===== src/rtl/dmem_pkg.sv =====
// Shared types and helpers for the two-port data-memory controller.
package dmem_pkg;
  localparam int         WORD_W  = 32;
  localparam logic [3:0] BE_FULL = 4'hF;

  typedef enum logic [1:0] {IDLE, EXEC, MERGE_WR, RESP} state_e;

  function automatic logic [WORD_W-1:0] byte_merge(input logic [WORD_W-1:0] wdata,
                                                   input logic [WORD_W-1:0] rdata,
                                                   input logic [3:0]        be);
    logic [WORD_W-1:0] m;
    for (int b = 0; b < 4; b++) m[8*b +: 8] = be[b] ? wdata[8*b +: 8] : rdata[8*b +: 8];
    return m;
  endfunction
endpackage


===== src/rtl/dmem_ctrl_if.sv =====
// Request/response bundle for the two requesters (port 0 = LSU, port 1 = debug/DMA).
interface dmem_ctrl_if;
  logic        p0_valid, p0_ready, p0_we, p0_resp_valid;
  logic [31:0] p0_addr, p0_wdata;
  logic [3:0]  p0_be;
  logic        p1_valid, p1_ready, p1_we, p1_resp_valid;
  logic [31:0] p1_addr, p1_wdata;
  logic [3:0]  p1_be;
  logic [31:0] resp_rdata;
  logic        resp_err;

  modport master (
    output p0_valid, p0_we, p0_addr, p0_wdata, p0_be,
    output p1_valid, p1_we, p1_addr, p1_wdata, p1_be,
    input  p0_ready, p1_ready, p0_resp_valid, p1_resp_valid, resp_rdata, resp_err
  );
  modport slave (
    input  p0_valid, p0_we, p0_addr, p0_wdata, p0_be,
    input  p1_valid, p1_we, p1_addr, p1_wdata, p1_be,
    output p0_ready, p1_ready, p0_resp_valid, p1_resp_valid, resp_rdata, resp_err
  );
endinterface


===== src/rtl/dmem_rr_arb.sv =====
// Two-way round-robin grant; the pointer names the port that wins a tie.
module dmem_rr_arb #(
  parameter bit RESET_PRIO = 1'b0
) (
  input  logic       clk,
  input  logic       rst_n,
  input  logic [1:0] req_i,
  input  logic       adv_i,
  output logic [1:0] gnt_o,
  output logic       gnt_id_o
);
  logic ptr_q;

  always_comb begin
    gnt_id_o = ptr_q;
    if (req_i == 2'b01)      gnt_id_o = 1'b0;
    else if (req_i == 2'b10) gnt_id_o = 1'b1;
    gnt_o = '0;
    if (|req_i) gnt_o[gnt_id_o] = 1'b1;
  end

  // After any grant the other port takes priority.
  always_ff @(posedge clk or negedge rst_n)
    if (!rst_n)     ptr_q <= RESET_PRIO;
    else if (adv_i) ptr_q <= ~gnt_id_o;
endmodule


===== src/rtl/dmem_ctrl.sv =====
// Two-port arbiter/sequencer for the word-write data memory; partial stores run as RMW.
// Optional: define DMEM_CTRL_RANGE_CHK_EN to reject word indices >= DEPTH_WORDS.
module dmem_ctrl
  import dmem_pkg::*;
#(
  parameter int DEPTH_WORDS = 64,
  parameter int RESET_PRIO  = 0
) (
  input  logic        clk,
  input  logic        rst_n,
  dmem_ctrl_if.slave  bus,
  output logic        busy,
  output logic        dm_mem_write,
  output logic [31:0] dm_addr,
  output logic [31:0] dm_wdata,
  input  logic [31:0] dm_rdata
);
  localparam int IDX_W = (DEPTH_WORDS > 1) ? $clog2(DEPTH_WORDS) : 1;

  state_e             state_q;
  logic [1:0]         req, gnt, rvld_q;
  logic               gid, accept;
  logic               sel_we, sel_err;
  logic [29:0]        sel_word;
  logic [31:0]        sel_wdata;
  logic [3:0]         sel_be;
  logic [IDX_W-1:0]   sel_idx, idx_q;
  logic               own_q, we_q, err_q, dm_we_q;
  logic [3:0]         be_q;
  logic [WORD_W-1:0]  dm_wdata_q, rdata_q;

  assign req    = {bus.p1_valid, bus.p0_valid};
  assign accept = (state_q == IDLE) && (|req);

  dmem_rr_arb #(.RESET_PRIO(RESET_PRIO != 0)) u_arb (
    .clk(clk), .rst_n(rst_n), .req_i(req), .adv_i(accept), .gnt_o(gnt), .gnt_id_o(gid)
  );

  assign bus.p0_ready = (state_q == IDLE) & gnt[0];
  assign bus.p1_ready = (state_q == IDLE) & gnt[1];

  assign sel_we    = gid ? bus.p1_we          : bus.p0_we;
  assign sel_word  = gid ? bus.p1_addr[31:2]  : bus.p0_addr[31:2];
  assign sel_wdata = gid ? bus.p1_wdata       : bus.p0_wdata;
  assign sel_be    = gid ? bus.p1_be          : bus.p0_be;
  assign sel_idx   = IDX_W'({2'b00, sel_word} % 32'(DEPTH_WORDS));
`ifdef DMEM_CTRL_RANGE_CHK_EN
  assign sel_err   = ({2'b00, sel_word} >= 32'(DEPTH_WORDS));
`else
  assign sel_err   = 1'b0;
`endif

  // dm_wdata_q doubles as the latched store data until the merge overwrites it.
  always_ff @(posedge clk or negedge rst_n) begin
    if (!rst_n) begin
      state_q    <= IDLE;
      own_q      <= 1'b0;
      we_q       <= 1'b0;
      err_q      <= 1'b0;
      be_q       <= '0;
      idx_q      <= '0;
      dm_we_q    <= 1'b0;
      dm_wdata_q <= '0;
      rdata_q    <= '0;
      rvld_q     <= '0;
    end else begin
      dm_we_q <= 1'b0;
      rvld_q  <= '0;
      case (state_q)
        IDLE: if (accept) begin
          own_q      <= gid;
          we_q       <= sel_we;
          err_q      <= sel_err;
          be_q       <= sel_be;
          idx_q      <= sel_idx;
          dm_wdata_q <= sel_wdata;
          dm_we_q    <= sel_we && (sel_be == BE_FULL) && !sel_err;
          state_q    <= EXEC;
        end
        EXEC: begin
          rdata_q <= (we_q || err_q) ? '0 : dm_rdata;
          if (we_q && !err_q && be_q != BE_FULL && be_q != 4'h0) begin
            dm_wdata_q <= byte_merge(dm_wdata_q, dm_rdata, be_q);
            dm_we_q    <= 1'b1;
            state_q    <= MERGE_WR;
          end else begin
            rvld_q[own_q] <= 1'b1;
            state_q       <= RESP;
          end
        end
        MERGE_WR: begin
          rvld_q[own_q] <= 1'b1;
          state_q       <= RESP;
        end
        default: state_q <= IDLE;
      endcase
    end
  end

  assign busy              = (state_q != IDLE);
  assign dm_mem_write      = dm_we_q;
  assign dm_wdata          = dm_wdata_q;
  assign dm_addr           = 32'({idx_q, 2'b00});
  assign bus.p0_resp_valid = rvld_q[0];
  assign bus.p1_resp_valid = rvld_q[1];
  assign bus.resp_rdata    = rdata_q;
`ifdef DMEM_CTRL_RANGE_CHK_EN
  assign bus.resp_err      = err_q & (|rvld_q);
`else
  assign bus.resp_err      = 1'b0;
`endif
endmodule


===== src/flat_wrapper.sv =====
// flat-port wrapper written by rule: the top's interface ports become plain ports
module dmem_ctrl_flat import dmem_pkg::*;
#(
  parameter int DEPTH_WORDS = 64,
  parameter int RESET_PRIO  = 0
)
  (clk, rst_n, busy, dm_mem_write, dm_addr, dm_wdata, dm_rdata, bus_p0_valid, bus_p0_we, bus_p0_addr, bus_p0_wdata, bus_p0_be, bus_p1_valid, bus_p1_we, bus_p1_addr, bus_p1_wdata, bus_p1_be, bus_p0_ready, bus_p1_ready, bus_p0_resp_valid, bus_p1_resp_valid, bus_resp_rdata, bus_resp_err);
  dmem_ctrl_if bus_i ();
  input  logic clk;
  input  logic rst_n;
  output logic busy;
  output logic dm_mem_write;
  output logic [31:0] dm_addr;
  output logic [31:0] dm_wdata;
  input  logic [31:0] dm_rdata;
  input wire logic [$bits(bus_i.p0_valid)-1:0] bus_p0_valid;
  input wire logic [$bits(bus_i.p0_we)-1:0] bus_p0_we;
  input wire logic [$bits(bus_i.p0_addr)-1:0] bus_p0_addr;
  input wire logic [$bits(bus_i.p0_wdata)-1:0] bus_p0_wdata;
  input wire logic [$bits(bus_i.p0_be)-1:0] bus_p0_be;
  input wire logic [$bits(bus_i.p1_valid)-1:0] bus_p1_valid;
  input wire logic [$bits(bus_i.p1_we)-1:0] bus_p1_we;
  input wire logic [$bits(bus_i.p1_addr)-1:0] bus_p1_addr;
  input wire logic [$bits(bus_i.p1_wdata)-1:0] bus_p1_wdata;
  input wire logic [$bits(bus_i.p1_be)-1:0] bus_p1_be;
  output wire logic [$bits(bus_i.p0_ready)-1:0] bus_p0_ready;
  output wire logic [$bits(bus_i.p1_ready)-1:0] bus_p1_ready;
  output wire logic [$bits(bus_i.p0_resp_valid)-1:0] bus_p0_resp_valid;
  output wire logic [$bits(bus_i.p1_resp_valid)-1:0] bus_p1_resp_valid;
  output wire logic [$bits(bus_i.resp_rdata)-1:0] bus_resp_rdata;
  output wire logic [$bits(bus_i.resp_err)-1:0] bus_resp_err;
  assign bus_i.p0_valid = bus_p0_valid;
  assign bus_i.p0_we = bus_p0_we;
  assign bus_i.p0_addr = bus_p0_addr;
  assign bus_i.p0_wdata = bus_p0_wdata;
  assign bus_i.p0_be = bus_p0_be;
  assign bus_i.p1_valid = bus_p1_valid;
  assign bus_i.p1_we = bus_p1_we;
  assign bus_i.p1_addr = bus_p1_addr;
  assign bus_i.p1_wdata = bus_p1_wdata;
  assign bus_i.p1_be = bus_p1_be;
  assign bus_p0_ready = bus_i.p0_ready;
  assign bus_p1_ready = bus_i.p1_ready;
  assign bus_p0_resp_valid = bus_i.p0_resp_valid;
  assign bus_p1_resp_valid = bus_i.p1_resp_valid;
  assign bus_resp_rdata = bus_i.resp_rdata;
  assign bus_resp_err = bus_i.resp_err;
  dmem_ctrl #(.DEPTH_WORDS(DEPTH_WORDS), .RESET_PRIO(RESET_PRIO)) u_core (.clk(clk), .rst_n(rst_n), .bus(bus_i), .busy(busy), .dm_mem_write(dm_mem_write), .dm_addr(dm_addr), .dm_wdata(dm_wdata), .dm_rdata(dm_rdata));
endmodule

===== config.mk =====
export PLATFORM = sky130hd
export DESIGN_NAME = dmem_ctrl_flat
export DESIGN_NICKNAME = d
export VERILOG_FILES = /design/src/rtl/dmem_pkg.sv /design/src/rtl/dmem_ctrl_if.sv /design/src/rtl/dmem_rr_arb.sv /design/src/rtl/dmem_ctrl.sv /design/src/flat_wrapper.sv
export SDC_FILE = /design/constraint.sdc
export NUM_CORES = 1
export LEC_CHECK = 0
export ABC_AREA = 0
export CAP_MARGIN = 20
export CORE_ASPECT_RATIO = 0.5
export CORE_MARGIN = 1.5
export CORE_UTILIZATION = 29
export CTS_CLUSTER_SIZE = 12
export DETAILED_ROUTE_END_ITERATION = 16
export PLACE_DENSITY = 0.67
export SYNTH_ARGS = -nofsm -noshare
export SYNTH_HDL_FRONTEND = slang
export SYNTH_SLANG_ARGS = --single-unit

===== constraint.sdc =====
create_clock -name clk -period 2.1 [get_ports clk]
set_input_delay 0.42 -clock clk [delete_from_list [all_inputs] [get_ports clk]]
set_output_delay 0.42 -clock clk [all_outputs]
set_load 0.05 [all_outputs]

==> flow_summary.json <==
{
  "status": "completed",
  "dieArea_um2": 15600,
  "synth_top_family_by_area": "compound AO/OA/AOI/OAI gates",
  "setup_violations": 0,
  "rows": 31,
  "crit_type": "reg2reg",
  "fin_worst_skew_ns": 0.00711,
  "power_frac_seq_pct": 24.2,
  "synthMuxAreaShare_pct": 8.89,
  "synth_compound_area_share_pct": 18.1,
  "slew_headroom_pct": 63.0,
  "drc": 0,
  "ys_top_cells_by_area": "dfrtp_1 (48%), mux2i_1 (8.6%), a221oi_1 (6.5%)",
  "clock_latency_ns": 0.33,
  "synth_top_area_share_pct": 47.8,
  "worstSetupEndpointType": "flip-flop",
  "clock.fmax_mhz": 496,
  "syn_inst": 452,
  "grt_usage_pct": 17.8,
  "wirelength_met1_um": 5740,
  "p_sw_w": 0.00557,
  "gp_congestion": 0.777,
  "clkPwrFrac_pct": 15.6,
  "synth_top_area_cell": "dfrtp_1",
  "clockBufferDepth": 2,
  "drt_iter0_markers": 210,
  "leakagePower_nw": 2.95,
  "yosys.cell_types.count": 35,
  "yosys.area_share.simple_pct": 12.3,
  "switching_share_pct": 48.1,
  "ir_worst_vdd_mv": 0.839,
  "cts_buffers": 9,
  "startpoint": "u_core.state_q[1]$_DFFE_PN0P_",
  "met3_length_um": 773,
  "ys_seq_area_share_pct": 47.8,
  "setup_tns_ns": 0,
  "highest_layer": "met4",
  "root_buffer": "clkbuf_16",
  "fin_crit_sh_pct": 96.0,
  "cp.arrival_ns": 2.19,
  "postLayoutCoreUtil_pct": 47.7,
  "crit_fanout": 7,
  "syn_to_final_growth_pct": 60.8,
  "routedWlPerCell_um": 16.3,
  "insertedDiodeCount": 0,
  "antenna_left": 0,
  "finalNetCount": 836,
  "internal_power_w": 0.00600,
  "worst_slew_pin_slew_ns": 0.553,
  "cp_cell_sequence": "inv_1 -> ha_1 -> nor3b_2 -> or4b_4 -> buf_4 -> o22ai_1 -> a221oi_1",
  "ios": 277,
  "drt-vias-per-instance": 4.77,
  "whs_ns": 0.0732,
  "grt_max_degree": 45,
  "maxCapViolCount": 0,
  "power_density_nw_per_um2": 1680,
  "finalCriticalPeriod_ns": 2.02,
  "antenna_found_initial": 0,
  "hold_path_class": "in2async",
  "synth_xor_area_share_pct": 0,
  "synth_async_sr_flop_share_pct": 100,
  "clk_pin_slew_ns": 0.06,
  "yosys_warnings": 0,
  "cts-htree-levels": 3,
  "cts_tree": "built",
  "drive_gt1_share_pct": 9.35,
  "r2r_start": "u_core.state_q[1]$_DFFE_PN0P_",
  "drv_slew": 0,
  "grt_overflow_total": 0,
  "start_kind": "flip-flop",
  "grt_pass1_wl_um": 21700,
  "vias": 4104,
  "met2_length_um": 7210,
  "synth_edf_count": 0,
  "cts.sinks": 82,
  "coreArea_um2": 14500,
  "die_x_um": 175,
  "final_area_um2": 6900,
  "totalWireLength_um": 14000,
  "numPortBuffers": 197,
  "die_h_um": 89.0,
  "p_total_w": 0.0116,
  "cp_slowest_stage_delay_ns": 0.56,
  "synth_flop_cell": "dfrtp_1",
  "avgSynthCellArea_um2": 9.50,
  "grt_pass1_vias": 4164,
  "synth_adder_area_share_pct": 1.43,
  "slowest_stage": "or4b_4",
  "synth_seq_cells": 82,
  "firstDrtPassIters": 4,
  "start_util_pct": 29.7,
  "rsz0062_at_grt": "no",
  "cp.required_ns": 2.28,
  "comb_power_share_pct": 60.3,
  "place_area_um2": 6550,
  "final_hold_viol_count": 0,
  "netlist_area_um2": 4290,
  "fill_cells": 1349,
  "dp_hpwl_um": 10500
}
[routing by layer]
layer / global-route usage [%] / up-vias
li1: - / 1964
met1: 20.9 / 1989
met2: 33.1 / 128
met3: 4.00 / 23
met4: 5.75 / 0
met5: 0 / -
[what timing repair did]
| action | CTS | global route |
|---|---|---|
| hold buffers | 0 | 0 |
| hold endpoints to repair | 0 | 0 |
| setup buffers | 0 | 1 |
| endpoints found under the setup margin | 1 | 2 |
| pin swaps | 0 | 0 |
| resized for setup | 1 | 0 |
[kinds of logic after synthesis]
group / Yosys count
compound gates: 115
fa+ha+maj: 5
buf+inv: 94
flops: 82
mux: 38
other cells: 1
simple gates: 117
[synthesized netlist by cell type, types with 4 or more instances]
| cell type | n |
|---|---|
| a221oi_1 | 32 |
| a32oi_1 | 6 |
| buf_2 | 8 |
| buf_4 | 28 |
| clkbuf_1 | 17 |
| dfrtp_1 | 82 |
| ha_1 | 4 |
| inv_1 | 37 |
| mux2i_1 | 37 |
| nand2_1 | 49 |
| nand2b_1 | 5 |
| nor2_1 | 40 |
| nor3_1 | 4 |
| o21ai_0 | 36 |
| o22ai_1 | 32 |
| or4b_1 | 4 |
[cell type report]
cell class | instances | area [um2] | area share (%)
Clock inverter | 7 | 118 | 1.70
Tap cell | 198 | 248 | 3.59
Clock buffer | 9 | 225 | 3.26
Multi-Input combinational cell | 302 | 1860 | 27.0
Inverter | 37 | 139 | 2.01
Timing Repair Buffer | 226 | 2260 | 32.7
Sequential cell | 82 | 2050 | 29.7
[final timing paths]
kind                            cells past startpoint                                    end  slack, ns
worst max-delay path                                7         u_core.dm_wdata[2]$_DFFE_PN0P_       0.08
worst min-delay path                                1         u_core.dm_wdata[9]$_DFFE_PN0P_       0.07
worst max register to register                      7         u_core.dm_wdata[2]$_DFFE_PN0P_       0.08
worst min register to register                      2            u_core.idx_q[4]$_DFFE_PN0P_       0.46
max in group asynchronous                           2  u_core.bus.resp_rdata[14]$_DFFE_PN0P_       1.45
min in group clk                                    2            u_core.idx_q[4]$_DFFE_PN0P_       0.46
[layout by cell type, fill, tap and decap left out, types with 2 or more instances in the layout]
master / netlist / final
and3_1: 2 / 2
buf_12: 0 / 7
a21o_1: 3 / 3
a32oi_1: 6 / 6
nand2_1: 49 / 49
clkdlybuf4s50_1: 0 / 190
inv_1: 37 / 37
nand2b_1: 5 / 5
bufinv_16: 0 / 3
dfrtp_1: 82 / 82
clkinv_4: 0 / 2
nor2_1: 40 / 39
nand4_1: 3 / 3
a21oi_1: 3 / 3
nor2b_2: 0 / 2
conb_1: 1 / 27
clkbuf_16: 0 / 9
or4b_1: 4 / 3
ha_1: 4 / 3
buf_4: 28 / 29
clkinv_2: 0 / 2
nand3_1: 3 / 3
o22ai_1: 32 / 32
nor3_1: 4 / 4
o21ai_0: 36 / 36
mux2i_1: 37 / 37
a221oi_1: 32 / 32
[registers in the layout, indices dropped and copies added, names as in the netlist]
| signal | count |
|---|---|
| u_core.be_q | 4 |
| u_core.dm_wdata | 32 |
| u_core.rvld_q | 2 |
| u_core.state_q | 2 |
| u_core.idx_q | 6 |
| u_core.dm_mem_write | 1 |
| u_core.bus.resp_rdata | 32 |
| u_core.own_q | 1 |
| u_core.u_arb.ptr_q | 1 |
| u_core.we_q | 1 |
[stage by stage]
stage | cells | setup slack [ns]
finish | 861 | 0.0846
detailed placement | 844 | -0.139
global placement | 844 | -0.104
CTS | 860 | 0.0379
floorplan | 478 | 0.223
global route | 861 | 0.00494
[power by group through the flow]
stage / sequential [W] / clock, W / combinational [W]
6_report: 0.00279 / 0.00180 / 0.00697
3_3_place_gp: 0.00277 / 0 / 0.00688
5_1_grt: 0.00289 / 0.00191 / 0.00740
4_1_cts: 0.00280 / 0.00184 / 0.00699
3_5_place_dp: 0.00281 / 0 / 0.00697
2_1_floorplan: 0.00480 / 0 / 0.00244
[worst max-delay path: cells and delay by family (launching register included)]
kind,cells,cell delay [ns]
simple gates,2,0.76
flops,1,0.37
fa+ha+maj,1,0.19
buf+inv,2,0.26
compound gates,2,0.27
No activity file was read; power rests on OpenSTA's default activity.
